$ cat config.mk
export PLATFORM = sky130hd
export DESIGN_NAME = vic_raster_timing
export DESIGN_NICKNAME = d
export VERILOG_FILES = /design/src/rtl/vic_pkg.sv /design/src/rtl/vic_palette.sv /design/src/rtl/vic_raster_timing.sv
export SDC_FILE = /design/constraint.sdc
export NUM_CORES = 1
export LEC_CHECK = 0
export ABC_AREA = 1
export CAP_MARGIN = 20
export CORE_MARGIN = 1
export CORE_UTILIZATION = 46
export DETAILED_ROUTE_END_ITERATION = 16
export MAX_ROUTING_LAYER = met4
export PLACE_DENSITY = 0.85
export SLEW_MARGIN = 20
export SYNTH_ARGS = -nofsm -noshare
export SYNTH_HDL_FRONTEND = slang
export SYNTH_HIERARCHICAL = 1
export SYNTH_SLANG_ARGS = --single-unit
$ cat constraint.sdc
create_clock -name clk -period 2.35 [get_ports clk]
set_clock_uncertainty 0.15 [all_clocks]
set_input_delay 0.5875 -clock clk [delete_from_list [all_inputs] [get_ports clk]]
set_output_delay 0.5875 -clock clk [all_outputs]
set_load 0.005 [all_outputs]
$ cat src/rtl/vic_pkg.sv
// Shared types, the fixed C64 colour palette and the PAL/NTSC geometry defaults
// for the VIC raster core.
package vic_pkg;

  typedef logic [3:0] col_idx_t;

  typedef struct packed {
    logic [3:0] r;
    logic [3:0] g;
    logic [3:0] b;
  } rgb12_t;

  // C64 colours reduced to 4 bits per channel, indexed by the VIC colour number.
  localparam rgb12_t C64_PALETTE [16] = '{
    12'h000, 12'hFFF, 12'h632, 12'h7AB,
    12'h638, 12'h584, 12'h327, 12'hBC6,
    12'h642, 12'h430, 12'h965, 12'h444,
    12'h666, 12'h9D8, 12'h65B, 12'h999
  };

  localparam int DEF_DOTS_PER_CYCLE = 8;
  localparam int DEF_PAL_CYCLES     = 63;
  localparam int DEF_PAL_LINES      = 312;
  localparam int DEF_NTSC_CYCLES    = 65;
  localparam int DEF_NTSC_LINES     = 263;

endpackage

$ cat src/rtl/vic_palette.sv
// Registered colour-index to 12-bit RGB lookup; blanks to black outside the
// visible region.
module vic_palette
  import vic_pkg::*;
(
  input  logic     clk,
  input  logic     reset,
  input  col_idx_t i_idx,
  input  logic     i_vis,
  output rgb12_t   o_rgb
);

  rgb12_t r_rgb;

  always_ff @(posedge clk or posedge reset) begin
    if (reset) begin
      r_rgb <= '0;
    end else begin
      r_rgb <= i_vis ? C64_PALETTE[i_idx] : '0;
    end
  end

  assign o_rgb = r_rgb;

endmodule

$ cat src/rtl/vic_raster_timing.sv
// Raster/clock core: dot/cycle/line counters, phi0 generation, syncs, raster
// interrupt and border/background colour output with runtime PAL/NTSC geometry.
module vic_raster_timing
  import vic_pkg::*;
#(
  parameter int DOTS_PER_CYCLE = DEF_DOTS_PER_CYCLE,
  parameter int PAL_CYCLES     = DEF_PAL_CYCLES,
  parameter int PAL_LINES      = DEF_PAL_LINES,
  parameter int NTSC_CYCLES    = DEF_NTSC_CYCLES,
  parameter int NTSC_LINES     = DEF_NTSC_LINES,
  parameter int HS_START       = 58,
  parameter int HS_LEN         = 4,
  parameter int VS_START       = 300,
  parameter int VS_LEN         = 3,
  parameter int WIN_C0         = 16,
  parameter int WIN_C1         = 56,
  parameter int WIN_L0         = 51,
  parameter int WIN_L1         = 251,
  parameter int VIS_L0         = 16,
  parameter int VIS_L1         = 288,
  parameter int VIS_C0         = 12,
  parameter int VIS_C1         = 60
) (
  input  logic       clk,
  input  logic       reset,
  input  logic       i_ntsc,
  input  logic [8:0] i_irq_line,
  input  logic       i_irq_en,
  input  logic       i_irq_ack,
  input  logic [3:0] i_border_col,
  input  logic [3:0] i_bg_col,
  output logic       o_phi0,
  output logic       o_phi0_rise,
  output logic       o_phi0_fall,
  output logic [2:0] o_dot,
  output logic [6:0] o_cycle,
  output logic [8:0] o_line,
  output logic       o_ntsc_active,
  output logic       o_hsync,
  output logic       o_vsync,
  output logic       o_display_on,
  output logic       o_irq_pending,
  output logic       o_irq,
  output logic [3:0] o_red,
  output logic [3:0] o_green,
  output logic [3:0] o_blue
);

  localparam logic [2:0] DOT_LAST  = 3'(DOTS_PER_CYCLE - 1);
  localparam logic [2:0] DOT_HALF  = 3'(DOTS_PER_CYCLE / 2);
  localparam logic [2:0] DOT_RISE  = 3'(DOTS_PER_CYCLE / 2 - 1);
  localparam logic [6:0] PAL_CLAST = 7'(PAL_CYCLES - 1);
  localparam logic [6:0] NTS_CLAST = 7'(NTSC_CYCLES - 1);
  localparam logic [8:0] PAL_LLAST = 9'(PAL_LINES - 1);
  localparam logic [8:0] NTS_LLAST = 9'(NTSC_LINES - 1);

  // Sync and window bounds kept 32 bits wide so a start beyond the frame
  // simply never matches instead of wrapping.
  localparam logic [31:0] HS_LO   = 32'(HS_START);
  localparam logic [31:0] HS_HI   = 32'(HS_START + HS_LEN);
  localparam logic [31:0] VSP_LO  = 32'(VS_START);
  localparam logic [31:0] VSP_HI  = 32'(VS_START + VS_LEN);
  localparam logic [31:0] VSN_LO  = 32'(VS_START % NTSC_LINES);
  localparam logic [31:0] VSN_HI  = 32'((VS_START % NTSC_LINES) + VS_LEN);
  localparam logic [31:0] WC0     = 32'(WIN_C0);
  localparam logic [31:0] WC1     = 32'(WIN_C1);
  localparam logic [31:0] WL0     = 32'(WIN_L0);
  localparam logic [31:0] WL1     = 32'(WIN_L1);
  localparam logic [31:0] VC0     = 32'(VIS_C0);
  localparam logic [31:0] VC1     = 32'(VIS_C1);
  localparam logic [31:0] VL0     = 32'(VIS_L0);
  localparam logic [31:0] VL1     = 32'(VIS_L1);

  logic [2:0]  r_dot;
  logic [6:0]  r_cycle;
  logic [8:0]  r_line;
  logic        r_ntsc_active;
  logic        r_phi0;
  logic        r_phi0_rise;
  logic        r_phi0_fall;
  logic        r_hsync;
  logic        r_vsync;
  logic        r_display_on;
  logic        r_irq_pending;

  logic [6:0]  w_cyc_last;
  logic [8:0]  w_line_last;
  logic        w_dot_wrap;
  logic        w_cyc_wrap;
  logic        w_frame_wrap;
  logic [2:0]  w_dot_nxt;
  logic [31:0] w_cyc32;
  logic [31:0] w_line32;
  logic [31:0] w_vs_lo;
  logic [31:0] w_vs_hi;
  logic        w_hsync;
  logic        w_vsync;
  logic        w_visible;
  logic        w_inwin;
  logic        w_irq_hit;
  col_idx_t    w_idx;
  rgb12_t      w_rgb;

  assign w_cyc_last   = r_ntsc_active ? NTS_CLAST : PAL_CLAST;
  assign w_line_last  = r_ntsc_active ? NTS_LLAST : PAL_LLAST;
  assign w_dot_wrap   = (r_dot == DOT_LAST);
  assign w_cyc_wrap   = w_dot_wrap && (r_cycle == w_cyc_last);
  assign w_frame_wrap = w_cyc_wrap && (r_line == w_line_last);
  assign w_dot_nxt    = w_dot_wrap ? 3'd0 : r_dot + 3'd1;

  assign w_cyc32   = {25'd0, r_cycle};
  assign w_line32  = {23'd0, r_line};
  assign w_vs_lo   = r_ntsc_active ? VSN_LO : VSP_LO;
  assign w_vs_hi   = r_ntsc_active ? VSN_HI : VSP_HI;
  assign w_hsync   = (w_cyc32 >= HS_LO) && (w_cyc32 < HS_HI);
  assign w_vsync   = (w_line32 >= w_vs_lo) && (w_line32 < w_vs_hi);
  assign w_visible = (w_cyc32 >= VC0) && (w_cyc32 < VC1) &&
                     (w_line32 >= VL0) && (w_line32 < VL1);
  assign w_inwin   = (w_cyc32 >= WC0) && (w_cyc32 < WC1) &&
                     (w_line32 >= WL0) && (w_line32 < WL1);
  assign w_idx     = w_inwin ? i_bg_col : i_border_col;
  // Lines at or beyond the frame length never occur, so such compares never hit.
  assign w_irq_hit = (r_dot == 3'd0) && (r_cycle == 7'd0) && (r_line == i_irq_line);

  always_ff @(posedge clk or posedge reset) begin
    if (reset) begin
      r_dot         <= '0;
      r_cycle       <= '0;
      r_line        <= '0;
      r_ntsc_active <= 1'b0;
      r_phi0        <= 1'b0;
      r_phi0_rise   <= 1'b0;
      r_phi0_fall   <= 1'b0;
    end else begin
      r_dot <= w_dot_nxt;
      if (w_dot_wrap) begin
        r_cycle <= (r_cycle == w_cyc_last) ? 7'd0 : r_cycle + 7'd1;
      end
      if (w_cyc_wrap) begin
        r_line <= (r_line == w_line_last) ? 9'd0 : r_line + 9'd1;
      end
      if (w_frame_wrap) begin
        r_ntsc_active <= i_ntsc;
      end
      // phi0 and strobes are registered from the next dot so they line up with o_dot.
      r_phi0      <= (w_dot_nxt >= DOT_HALF);
      r_phi0_rise <= (w_dot_nxt == DOT_RISE);
      r_phi0_fall <= (w_dot_nxt == DOT_LAST);
    end
  end

  always_ff @(posedge clk or posedge reset) begin
    if (reset) begin
      r_hsync       <= 1'b0;
      r_vsync       <= 1'b0;
      r_display_on  <= 1'b0;
      r_irq_pending <= 1'b0;
    end else begin
      r_hsync      <= w_hsync;
      r_vsync      <= w_vsync;
      r_display_on <= w_visible;
      if (w_irq_hit) begin
        r_irq_pending <= 1'b1;
      end else if (i_irq_ack) begin
        r_irq_pending <= 1'b0;
      end
    end
  end

  vic_palette u_palette (
    .clk   (clk),
    .reset (reset),
    .i_idx (w_idx),
    .i_vis (w_visible),
    .o_rgb (w_rgb)
  );

  assign o_phi0        = r_phi0;
  assign o_phi0_rise   = r_phi0_rise;
  assign o_phi0_fall   = r_phi0_fall;
  assign o_dot         = r_dot;
  assign o_cycle       = r_cycle;
  assign o_line        = r_line;
  assign o_ntsc_active = r_ntsc_active;
  assign o_hsync       = r_hsync;
  assign o_vsync       = r_vsync;
  assign o_display_on  = r_display_on;
  assign o_irq_pending = r_irq_pending;
  assign o_irq         = r_irq_pending & i_irq_en;
  assign o_red         = w_rgb.r;
  assign o_green       = w_rgb.g;
  assign o_blue        = w_rgb.b;

endmodule

# Word level (Yosys, flattened, before mapping)
# Memory sizes are Yosys's and may differ from the RTL's.
# Cells that the tools add are included.
[op_classes] add_sub_neg=3 mul=0 n_div=0 order_cmp=14 eq_ne=6 shifts=0 mux=13 n_bitwise=2 n_reduce_logical=15
[ops] operator="2-to-1 mux 12 bit" n=3
[ops] operator="2-to-1 mux 9 bit" n=3
[ops] operator="less-than comparator 7 x 6 -> 1 bit (second input constant)" n=3
[ops] operator="equality test 9 bit" n=2
[ops] operator="2-to-1 mux 7 bit" n=2
[ops] operator="logical AND 1 bit" n=12
[ops] operator="adder 9 x 1 -> 9 bit (second input constant)" n=1
[ops] operator="greater-or-equal comparator 9 x 5 -> 1 bit (second input constant)" n=1
[ops] operator="greater-or-equal comparator 9 x 6 -> 1 bit (second input constant)" n=1
[ops] operator="greater-or-equal comparator 9 bit" n=1
[ops] operator="less-than comparator 9 x 8 -> 1 bit (second input constant)" n=1
[ops] operator="less-than comparator 9 bit" n=1
[ops] operator="less-than comparator 9 bit (second input constant)" n=1
[ops] operator="adder 7 x 1 -> 7 bit (second input constant)" n=1
[ops] operator="equality test 7 bit" n=1
[ops] operator="greater-or-equal comparator 7 x 4 -> 1 bit (second input constant)" n=1
[ops] operator="greater-or-equal comparator 7 x 5 -> 1 bit (second input constant)" n=1
[ops] operator="greater-or-equal comparator 7 x 6 -> 1 bit (second input constant)" n=1
[ops] operator="zero test 7 bit" n=1
[ops] operator="equality test 3 bit (second input constant)" n=2
[ops] operator="2-to-1 mux 6 bit" n=1
[ops] operator="greater-or-equal comparator 5 bit (second input constant)" n=1
[ops] operator="NOT 4 -> 5 bit" n=1
[ops] operator="2-to-1 mux 4 bit" n=1
[ops] operator="other kinds (8)" n=9
[totals] reg_bits=39 latch_bits=0 ram_bits=0 mem_bits_ro=192 inputBits=22 out_inout_bits=40 wordCells=68 mem_count=1
[mem_list] name="(no name shown)" words=16 width=12 read_ports=1 rd_clocked_by_memory_dff=0 wr=0 line_no="vic_palette.sv:19" source="r_rgb <= i_vis ? C64_PALETTE[i_idx] : '0;"

# Depth between registers and ports, before layout
[logic_depth] word_depth=10 depth_mapped=17 ltp_nobuf=16

# By module
# The synthesis kept the hierarchy.
[by_module_without_submodules] module="vic_raster_timing" n_inst=1 cells_each=260 area_each_um2=1900.6 seq_area_each_um2=650.6
[by_module_without_submodules] module="vic_palette" n_inst=1 cells_each=95 area_each_um2=782.0 seq_area_each_um2=300.3

# Least setup slack after synthesis
# OpenSTA, ideal clock, no wires.
[synth_timing] kind="register to register" start="reg r_line[1] (netlist: o_line[1])" end="reg u_palette.r_rgb, in the netlist u_palette/o_rgb[4]" setup_time_ps=120 arrival_ps=2093 t_required_ps=2080 slack_ps=-13 path_stages_with_launch=13 path_buffers=0 period_less_slack_ps=2363 cell_sequence="dfrtp_1 ha_1 nor3_1 o21bai_2 nand2_2 nand2_1 nand2_1 inv_1 ha_1 inv_1 nand2_1 a21oi_1 nor2_1"
[synth_via] elab_chain_len=9 elab_cells_between_ends=14 classes_between="order compare (4); mux (4); bitwise (1); reduce/logical (4); memory (1)"
[synth_lines] item="start, declared" line_no="vic_raster_timing.sv:76" source="logic [8:0] r_line;"
[synth_lines] item="start signal, assigned" line_no="vic_raster_timing.sv:140" source="r_line <= (r_line == w_line_last) ? 9'd0 : r_line + 9'd1;"
[synth_lines] item="greater-or-equal comparator 9 x 6 -> 1 bit" line_no="vic_raster_timing.sv:120" source="(w_line32 >= WL0) && (w_line32 < WL1);"
[synth_lines] item="logical AND 1 bit" line_no="vic_raster_timing.sv:119" source="assign w_inwin = (w_cyc32 >= WC0) && (w_cyc32 < WC1) &&"
[synth_lines] item="logical AND 1 bit (*)" line_no="vic_raster_timing.sv:120"
[synth_lines] item="2-to-1 mux 4 bit (*)" line_no="vic_raster_timing.sv:121" source="assign w_idx = w_inwin ? i_bg_col : i_border_col;"
[synth_lines] item="via w_idx[0]" line_no="vic_raster_timing.sv:101" source="col_idx_t w_idx;"
[synth_lines] item="NOT 4 -> 5 bit (not written as such) (*)" line_no="vic_palette.sv:19"
[synth_lines] item="memory (16 x 12 bit) (*)"
[synth_lines] item="2-to-1 mux 12 bit (not written as such) (*) (2 in a row)" line_no="vic_palette.sv:19"
[synth_lines] item="2-to-1 mux 12 bit (*)" line_no="vic_palette.sv:19"
[synth_lines] item="end signal, assigned" line_no="vic_palette.sv:19"
[synth_lines] item="end, declared" line_no="vic_palette.sv:13" source="rgb12_t r_rgb;"
# Mark *: on every way through the listed nets, which the timed path passes. The rest lies on a longest branch. The select of a mux whose other input is x is not followed.
# A chain may end at the register's enable or synchronous reset.

# Worst setup path in the final report
[layout_timing] start="reg r_line[0] (netlist: o_line[0])" end="reg u_palette.r_rgb, in the netlist u_palette/o_rgb[5]"
# The elaborated chain is that of the path after synthesis.

==> reports/qor.log <==
INFO  clock_tree     h-tree-depth=2
INFO  synthesis      synth-edff-count=0
INFO  synthesis      synth_seq_cells=38
INFO  setup_path     cp-end-kind=register
INFO  setup_path     timing.rr.start=o_line[0]
INFO  global_route   first_global_vias=2425
INFO  global_route   grt_pass1_wl=10800um
INFO  setup_path     critical_path_class=register to register
INFO  timing         number_of_hold_violations_in_the_final_report=0
INFO  setup_path     cp.arrival=2410ps
INFO  setup_path     timing.critical_path.from_type=register
INFO  final_layout   finish.cell_count_without_fillers=506
INFO  floorplanning  floorplan.die.height=78.4um
INFO  routing        drtIter0Drc=274
INFO  routing        dr.pass1.iters=5
INFO  floorplanning  dieArea=0.00614sqmm
INFO  global_route   grt-ovfl-total=0
INFO  worst_hold_path holdCritStartpoint=o_dot[0]
INFO  setup_path     timing_startpoint_of_the_critical_path=o_line[0]
INFO  setup_path     required_time_of_the_worst_setup_path=2420ps
INFO  placed_design  placed_cells_incl_taps=494
INFO  timing         post-route-period-util=99.6%
INFO  final_layout   drive_above_1_share=15.4%
INFO  global_route   grt_max_degree=27
INFO  clock_tree     path_clk_slew=80ps
INFO  outcome        run_status=finished, final reports clean
INFO  setup_path     critPathCapture=u_palette/o_rgb[5]
INFO  synthesis      netlist_instances=355
INFO  floorplanning  start_util=48.1%
INFO  routing        drtAntennaViolNets=0
INFO  floorplanning  fp.dieW=78.4um
INFO  pwr            power_density=342mW/mm^2
INFO  setup_path     crit_chain=ha_1, nor3_2, o21bai_4, nand2_2, nand2_1, nand2_1, inv_2, ha_2, inv_1, nand2_1, nand2_1, nand2_1, nand2_1, nor2_1
INFO  pwr            static-leakage-power=1.85nW
INFO  setup_path     cp_max_fo=5
INFO  floorplanning  coreArea=0.00557sqmm
INFO  pwr            fin_total_pwr=1.22mW
INFO  setup_path     crit_slowest_cell=sky130_fd_sc_hd__dfrtp_1
INFO  placed_design  gp_congestion=0.917
INFO  final_layout   final_net_count=479
INFO  pwr            ir_drop=0.225mV
INFO  synthesis      mappedNetlistArea=0.00268sqmm
INFO  routing        vias=2654
INFO  synthesis      top_flip_flop_cell_by_instance_count_after_synthesis=sky130_fd_sc_hd__dfrtp_1
INFO  clock_tree     inserted_clock_buffers=5
INFO  timing         max-slew-margin-rel=68.5%
INFO  placed_design  number_of_buffers_inserted_by_port_buffering=61
INFO  worst_hold_path hold_class=register to register
INFO  routing        detail_route.wl_per_cell=13.0um
INFO  clock_tree     skew_pair_late_insertion_delay=290ps
INFO  floorplanning  boundaryPins=62
INFO  synthesis      mappedNetlistNets=400
INFO  routing        avgViaCountPerCell=5.25
INFO  timing         timing.final.setup_violations=0
INFO  clock_tree     clkSinkCount=38
INFO  final_layout   fill_cells=478
INFO  routing        drcViolationCount=0
INFO  floorplanning  rows=27
INFO  placed_design  dp.final_hpwl=4700um
INFO  timing         slew_violations=0
INFO  synthesis      ys.warnings.count=6
INFO  setup_path     cpMostUsedCell=sky130_fd_sc_hd__nand2_1
INFO  global_route   track_usage=22.8%
INFO  synthesis      share_of_synthesized_flip_flops_with_an_asynchronous_set_or_reset=100%
INFO  clock_tree     ctsHoldBuffers=0
INFO  final_layout   areaGrowthSynthToFinish=33.5%
INFO  timing         final.hold.worst_slack=324ps
INFO  timing         timing_worst_slew_pin_value=473ps
INFO  synthesis      seq_total_area_yosys=35.4%
INFO  job            maxCapViolations=0
INFO  setup_path     critical-path-max-stage-delay=410ps
INFO  placed_design  pre_cts_ws=-7.44ps
INFO  clock_tree     clk_root_buffer_cell=sky130_fd_sc_hd__clkbuf_8
INFO  setup_path     rr_worst_depth=14
INFO  clock_tree     cts_tree=done
INFO  timing         setup_slack=10.1ps
INFO  final_layout   insertedDiodeCount=0
INFO  setup_path     rrSetupSlack=10ps
INFO  global_route   antenna_found_initial=0
INFO  synthesis      synth.avg_cell_area=7.56squm
INFO  routing        routed_wirelength=6580um
INFO  timing         top_achievable_clock_speed=0.427GHz
INFO  clock_tree     worst_case_clock_buffer_depth=2
INFO  synthesis      post_synth_num_cell_types=36
INFO  setup_path     r2r_end=u_palette/o_rgb[5]
INFO  timing         period_needed=2340ps
routing by layer:
metal	GRT usage, %	part of all wire (%)	vias up
met3	3.60	7.3	19
met1	29.2	44	1219
li1	-	-	1274
met4	7.04	1.9	0
met2	37.2	47	142
met5	-	0	-
what timing repair did:
item / in CTS / in global routing
pin swaps: 0 / 2
resized for setup: 1 / 12
buffers inserted: 0 / 5
setup endpoints to repair: 1 / 11
flip-flops by register name, indices dropped and copies added, names as in the netlist:
signal	flops
o_phi0_rise	1
o_cycle	7
o_line	9
o_irq_pending	1
o_display_on	1
o_ntsc_active	1
o_hsync	1
o_vsync	1
u_palette/o_rgb	12
o_phi0_fall	1
o_dot	3
cell usage in the layout, fill, tap and decap left out, drive strengths merged:
| cell | count |
|---|---|
| nor4 | 1 |
| inv | 46 |
| nand4 | 3 |
| xor2 | 8 |
| dfrtp | 38 |
| buf | 24 |
| o2111a | 1 |
| ha | 23 |
| o22ai | 1 |
| nand3 | 36 |
| xnor2 | 3 |
| clkdlybuf4s50 | 60 |
| o21bai | 1 |
| o21ai | 13 |
| a211oi | 1 |
| nor2 | 38 |
| o211ai | 1 |
| or2 | 2 |
| nand2 | 104 |
| a31oi | 1 |
| nor3 | 7 |
| nand3b | 2 |
| dlygate4sd2 | 1 |
| a21oi | 12 |
| clkinv | 2 |
| clkbuf | 5 |
kinds of logic (layout without fill, tap and decap cells):
family | after synthesis | in the layout | synth area share, %
and+or+nand+nor | 193 | 193 | 32.9
buffers and inverters | 59 | 138 | 9.98
DFF | 38 | 38 | 35.4
AOI/OAI and AO/OA | 31 | 31 | 7.37
adders and majority gates | 23 | 23 | 10.7
xor gates and xnor gates | 11 | 11 | 3.59
final cells by class:
cell class / count / area [sq um] / share of cell area [%]
Tap cell: 72 / 90.1 / 2.52
Inverter: 46 / 173 / 4.82
Clock inverter: 2 / 10.0 / 0.280
Multi-Input combinational cell: 258 / 1500 / 41.8
Sequential cell: 38 / 953 / 26.6
Timing Repair Buffer: 85 / 790 / 22.0
Clock buffer: 5 / 68.8 / 1.92
worst min-delay path by stage:
stage | endpoint | slack (ps) | cells past startpoint
after floorplan | u_palette/o_rgb[0] | 300 | 1
after global placement | o_dot[0] | 310 | 1
after detailed placement | o_dot[0] | 320 | 1
after CTS | o_dot[0] | 330 | 1
after global routing | o_dot[0] | 380 | 1
final | o_dot[0] | 320 | 1
where the power goes:
group / total [mW] / switching, mW / internal (mW)
Clock: 0.433 / 0.234 / 0.199
Combinational: 0.137 / 0.0749 / 0.0621
Sequential: 0.653 / 0.000000000000000000416 / 0.653
Total: 1.22 / 0.309 / 0.915
synth_stat cells (2+ instances only):
master                     count  share of area [%]
sky130_fd_sc_hd__ha_1         23                 11
sky130_fd_sc_hd__buf_2         6                1.1
sky130_fd_sc_hd__xor2_1        8                2.6
sky130_fd_sc_hd__nand2_2       3               0.70
sky130_fd_sc_hd__buf_4         2               0.56
sky130_fd_sc_hd__xnor2_1       3               0.98
sky130_fd_sc_hd__nor2_2        5                1.2
sky130_fd_sc_hd__nor2_4        2               0.84
sky130_fd_sc_hd__inv_1        45                6.3
sky130_fd_sc_hd__nor2_1       31                4.3
sky130_fd_sc_hd__o21ai_1       3               0.56
sky130_fd_sc_hd__nand3_1      34                6.3
sky130_fd_sc_hd__dfrtp_1      38                 35
sky130_fd_sc_hd__buf_6         4                1.7
sky130_fd_sc_hd__nand4_1       2               0.47
sky130_fd_sc_hd__nand3b_1      2               0.56
sky130_fd_sc_hd__nand2_4       3                1.3
sky130_fd_sc_hd__or2_2         2               0.47
sky130_fd_sc_hd__a21oi_2       5                1.6
sky130_fd_sc_hd__a21oi_1       7                1.3
sky130_fd_sc_hd__nand2_1      98                 14
sky130_fd_sc_hd__o21ai_0       9                1.7
sky130_fd_sc_hd__nor3_1        7                1.3
per-stage QoR:
step	utilization (%)	setup TNS, ps	instance area [sq um]
floorplan	-	0	2690
global placement	61.6	0	3430
detailed placement	61.6	-7.44	3430
CTS	63.0	0	3510
global route	64.2	-257	3580
finish	64.2	0	3580
critical path, delay by kind of cell (launching register included):
kind	cells	cell delay (ps)
adders and majority gates	2	580
AOI/OAI and AO/OA	1	120
DFF	1	410
and+or+nand+nor	9	890
buffers and inverters	2	120
Note: power is estimated with default switching activity, not from simulation.
